**src/rtl/ddr_out_serializer.sv**
```systemverilog
// Parallel word to DDR beat serializer with a one-word holding buffer.
// Emits registered dp/dn lane pairs plus oe, last-beat and underrun status.
module ddr_out_serializer #(
   parameter int W_DATA     = 16,
   parameter int N_LANES    = 4,
   parameter bit MSB_FIRST  = 1'b1,
   parameter bit IDLE_LEVEL = 1'b0
) (
   input  logic               clk,
   input  logic               rst_n,
   input  logic [W_DATA-1:0]  in_data,
   input  logic               in_last,
   input  logic               in_valid,
   output logic               in_ready,
   input  logic               abort,
   output logic [N_LANES-1:0] out_dp,
   output logic [N_LANES-1:0] out_dn,
   output logic               out_oe,
   output logic               out_last,
   output logic               underrun,
   input  logic               clr_underrun
);

   localparam int BEATS = W_DATA / (2 * N_LANES);
   localparam int CW = (BEATS > 1) ? $clog2(BEATS) : 1;
   localparam logic [CW-1:0] LAST_CNT = CW'(BEATS - 1);
   localparam logic [N_LANES-1:0] IDLE = {N_LANES{IDLE_LEVEL}};

   logic [W_DATA-1:0] buf_data;
   logic              buf_last;
   logic              buf_valid;
   logic [W_DATA-1:0] sh_data;
   logic              sh_last;
   logic              sh_valid;
   logic [CW-1:0]     cnt;

   logic [W_DATA-1:0] nx_data;
   logic              nx_last;
   logic              nx_valid;
   logic [CW-1:0]     nx_cnt;
   logic [W_DATA-1:0] beat_w;
   logic [N_LANES-1:0] nx_dp;
   logic [N_LANES-1:0] nx_dn;
   logic              hs;
   logic              free;
   logic              dry;

   assign in_ready = !abort && !buf_valid;
   assign hs       = in_valid && in_ready;
   assign free     = !sh_valid || (cnt == LAST_CNT);
   assign dry      = !abort && sh_valid && (cnt == LAST_CNT)
                     && !sh_last && !buf_valid && !hs;

   // Next shifter state; outputs register the beat it selects.
   always_comb begin
      nx_data  = sh_data;
      nx_last  = sh_last;
      nx_valid = sh_valid;
      nx_cnt   = cnt;
      if (abort) begin
         nx_valid = 1'b0;
         nx_cnt   = '0;
      end else if (free) begin
         nx_cnt = '0;
         if (buf_valid) begin
            nx_data  = buf_data;
            nx_last  = buf_last;
            nx_valid = 1'b1;
         end else if (hs) begin
            nx_data  = in_data;
            nx_last  = in_last;
            nx_valid = 1'b1;
         end else begin
            nx_valid = 1'b0;
         end
      end else begin
         nx_cnt = cnt + CW'(1);
      end
   end

   always_comb begin
      if (MSB_FIRST) begin
         beat_w = nx_data << (2 * N_LANES * int'(nx_cnt));
         nx_dp  = beat_w[W_DATA-1 -: N_LANES];
         nx_dn  = beat_w[W_DATA-1-N_LANES -: N_LANES];
      end else begin
         beat_w = nx_data >> (2 * N_LANES * int'(nx_cnt));
         nx_dp  = beat_w[N_LANES-1:0];
         nx_dn  = beat_w[2*N_LANES-1:N_LANES];
      end
   end

   always_ff @(posedge clk or negedge rst_n) begin
      if (!rst_n) begin
         buf_data  <= '0;
         buf_last  <= 1'b0;
         buf_valid <= 1'b0;
         sh_data   <= '0;
         sh_last   <= 1'b0;
         sh_valid  <= 1'b0;
         cnt       <= '0;
         out_dp    <= IDLE;
         out_dn    <= IDLE;
         out_oe    <= 1'b0;
         out_last  <= 1'b0;
         underrun  <= 1'b0;
      end else begin
         sh_data  <= nx_data;
         sh_last  <= nx_last;
         sh_valid <= nx_valid;
         cnt      <= nx_cnt;

         if (abort) begin
            buf_valid <= 1'b0;
         end else if (free && buf_valid) begin
            buf_valid <= 1'b0;
         end else if (hs && !free) begin
            buf_valid <= 1'b1;
            buf_data  <= in_data;
            buf_last  <= in_last;
         end

         if (nx_valid) begin
            out_dp   <= nx_dp;
            out_dn   <= nx_dn;
            out_oe   <= 1'b1;
            out_last <= nx_last && (nx_cnt == LAST_CNT);
         end else begin
            out_dp   <= IDLE;
            out_dn   <= IDLE;
            out_oe   <= 1'b0;
            out_last <= 1'b0;
         end

         if (dry)
            underrun <= 1'b1;
         else if (clr_underrun)
            underrun <= 1'b0;
      end
   end

endmodule

```
**config.mk**
```make
export PLATFORM = sky130hd
export DESIGN_NAME = ddr_out_serializer
export DESIGN_NICKNAME = d
export VERILOG_FILES = /design/src/rtl/ddr_out_serializer.sv
export SDC_FILE = /design/constraint.sdc
export NUM_CORES = 1
export LEC_CHECK = 0
export ABC_AREA = 1
export CORE_ASPECT_RATIO = 1.5
export CORE_MARGIN = 2
export CORE_UTILIZATION = 53
export CTS_BUF_LIST = sky130_fd_sc_hd__clkbuf_8 sky130_fd_sc_hd__clkbuf_16
export CTS_CLUSTER_SIZE = 12
export DETAILED_ROUTE_END_ITERATION = 12
export PLACE_DENSITY = 0.79
export SYNTH_ARGS = -nofsm -noshare
export SYNTH_HDL_FRONTEND = slang
export SYNTH_SLANG_ARGS = --single-unit
```
**constraint.sdc**
```tcl
create_clock -name clk -period 1.7 [get_ports clk]
set_clock_uncertainty 0.2 [all_clocks]
set_input_delay 0.255 -clock clk [delete_from_list [all_inputs] [get_ports clk]]
set_output_delay 0.255 -clock clk [all_outputs]
set_load 0.02 [all_outputs]
```
==> flow_summary_export.csv <==
group,metric,value,unit
yosys,post_synth.cell_area_avg,8.814,um^2
layout,n_antenna_cell,0,
critical_path,critical-path-max-stage-delay,600,ps
critical_path,crit_fanout,1,
layout,nets,324,
die,core-area,3959,um^2
layout,areaGrowthSynthToFinish,32.55,%
layout,layout.cells.most_common_list,"sky130_fd_sc_hd__dfrtp_1, sky130_fd_sc_hd__nand2_1, sky130_fd_sc_hd__nor2_1, sky130_fd_sc_hd__a21oi_1",
yosys,netlist-cell-type-count,24,
critical_path,path_class,"flop to output pin",
layout,finalCoreUtilization,73.48,%
clocking,clock_tree.htree_level_count,2,
global_route,global_route.usage.total,22.61,%
drt,drt_first_iter_violations,82,
critical_path,crit_path_top_delay_cell,"sky130_fd_sc_hd__clkdlybuf4s50_1",
global_route,use_met1,28.29,%
layout,finalInstanceArea,2909,um^2
clocking,worst_setup_hold_path_clk_slew,80,ps
drt,route.detailed.drc,0,
yosys,netlist_area,2195,um^2
worst_hold_path,hold-path-cell-count,3,
layout,drive_gt1_share,19.14,%
sta,timing.max_slew.rel_slack,65.47,%
critical_path,rr_worst_depth,7,
clocking,clock-root-buffer,"sky130_fd_sc_hd__clkbuf_8",
drt,tritonroute_pass_1_iters,4,
drt,vias_per_cell,5.509,
sta,fmaxAchievable,595.6,MHz
sta,fin_crit,1679,ps
clocking,max-clock-path-buffers,2,
critical_path,worst_ep_arrival_time,1220,ps
sta,hold_viol,0,
outcome,run_status,"complete, no violations",
die,placementRows,28,
sta,totalNegativeSetupSlack,0,ps
die,starting_density_of_the_core,55.44,%
pwr,totalPowerFinal,3.317,mW
yosys,synth_seq_area_share,53.59,%
job,max_cap_violations,0,
sta,setup_viol_count_final,0,
drt,via_count,1917,
placed_design,gpl.final_weighted_congestion,0.8285,
clocking,cts_tree,"built",
critical_path,worst_setup_path_start_kind,"flop",
placed_design,dp_slack,-256.3,ps
yosys,yosys_warnings,0,
sta,finalMaxSlewViolations,0,
sta,final.setup.worst_slack,21.05,ps
global_route,grt-busiest-layer,"met2",
sta,worstMarginPinSlew,518.0,ps
sta,period_share,98.76,%
critical_path,critPathBufInv,1,
drt,routed_wire_length_per_instance,14.13,um
global_route,overflow,0,
die,design.die.area,4682,um^2
die,chipWidth,56.54,um
yosys,syn-num-nets,271,
global_route,grt_pass1_wl,8376,um
critical_path,timing.critical_path.cells,"clkdlybuf4s50_1",
pwr,leakage_dissipation,1.492,nW
yosys,synth_seq_cells,47,
die,chipHeight,82.81,um
pwr,ir_worst_vdd,0.0008978,V
critical_path,setup.worst_path.end_class,"output pin",
yosys,synthCells,249,
placed_design,detailedPlacementHpwl,3483,um
critical_path,worst_path_required_time,1240,ps
global_route,global_route.usage.met3,2.804,%
drt,routed_wl,4918,um
clocking,cts_inserted_buffers,5,
worst_hold_path,worstHoldPathType,"input pin to flop",
global_route,grt_max_degree,27,
global_route,via_count_of_the_first_global_routing_pass,1887,
layout,final_common_cell,"sky130_fd_sc_hd__dfrtp_1",
clocking,tritoncts_num_sinks,47,
clocking,source_to_sink_clock_delay_at_the_later_pin_of_the_worst_skew_pair,300,ps
pwr,power.density_cell_area,1140,nW/um^2
global_route,initial_antenna_violation_count,0,
global_route,grtUsageMet2,38.27,%
critical_path,critical-path-top-delay-family,"buffers and inverters",
placed_design,placedInstanceArea,2733,um^2
die,pin_count,34,
placed_design,io_buffers,33,
critical_path,path_depth,1,
drt,postRouteAntennaNets,0,
==> metal layers <==
layer | vias up | wire length (um) | part of all wire (%)
met1 | 934 | 1988 | 40
met5 | - | 0 | 0
li1 | 923 | - | -
met3 | 10 | 170 | 3.5
met2 | 50 | 2634 | 54
met4 | 0 | 125 | 2.5
==> registers in the layout (all words and copies together), names as in the netlist <==
name       count
buf_data      16
sh_data       16
out_dn         4
out_dp         4
buf_last       1
buf_valid      1
cnt            1
out_last       1
out_oe         1
sh_last        1
underrun       1
==> cell families after synthesis <==
kind of cell / Yosys count / synth area share (%)
buffers and inverters: 35 / 6.956
AOI/OAI and AO/OA: 59 / 14.54
and+or+nand+nor: 96 / 18.76
muxes: 12 / 6.157
DFF: 47 / 53.59
==> cells in the mapped netlist (all sizes together) <==
| cell | count | share of area, % |
|---|---|---|
| or2 | 4 | 1.1 |
| o22ai | 1 | 0.29 |
| a21boi | 4 | 1.4 |
| o21ai | 25 | 5.7 |
| nor2 | 35 | 6.4 |
| clkbuf | 4 | 0.68 |
| mux2 | 12 | 6.2 |
| nand3b | 1 | 0.34 |
| nand2 | 38 | 6.7 |
| inv | 23 | 3.9 |
| buf | 8 | 2.3 |
| nand3 | 17 | 3.9 |
| a21oi | 24 | 5.5 |
| nor3 | 1 | 0.23 |
| dfrtp | 47 | 54 |
| o211ai | 5 | 1.7 |
==> layout make-up <==
cell class / instances / area [um^2]
Sequential cell: 47 / 1176
Clock buffer: 6 / 82.58
Inverter: 23 / 86.33
Clock inverter: 2 / 35.03
Fill cell: 306 / 1050
Timing Repair Buffer: 58 / 585.6
Tap cell: 45 / 56.30
Multi-Input combinational cell: 167 / 887.1
==> power by group <==
| part | switching, mW | total (mW) | internal (mW) | leakage, nW |
|---|---|---|---|---|
| Combinational | 0.462 | 0.917 | 0.455 | 0.874 |
| Clock | 0.363 | 0.839 | 0.476 | 0.0612 |
| Sequential | 0.158 | 1.56 | 1.40 | 0.557 |
| Total | 0.984 | 3.32 | 2.33 | 1.49 |
==> path summary, 6_finish.rpt <==
kind | from | end | slack, ps
min | abort | out_last | 150
max | out_dn[0] | out_dn[0] | 20
min in group asynchronous | rst_n | sh_data[4] | 260
max in group asynchronous | rst_n | sh_data[8] | 520
min reg2reg | buf_data[12] | buf_data[12] | 290
max reg2reg | cnt | out_dn[0] | 80
==> timing repair <==
item,4_1_cts,5_1_grt
setup endpoints to repair,4,27
hold endpoints to repair,21,0
pin swaps,0,1
gates resized for setup,4,23
buffers inserted,0,1
hold buffers,1,0
==> stage by stage <==
step,hold slack (ps),std cells
after global routing,155.3,348
after CTS,270.5,347
after floorplan,-240.6,249
after detailed placement,57.98,338
after global placement,49.01,338
final,145.6,348
(Power assumes the default switching activity.)
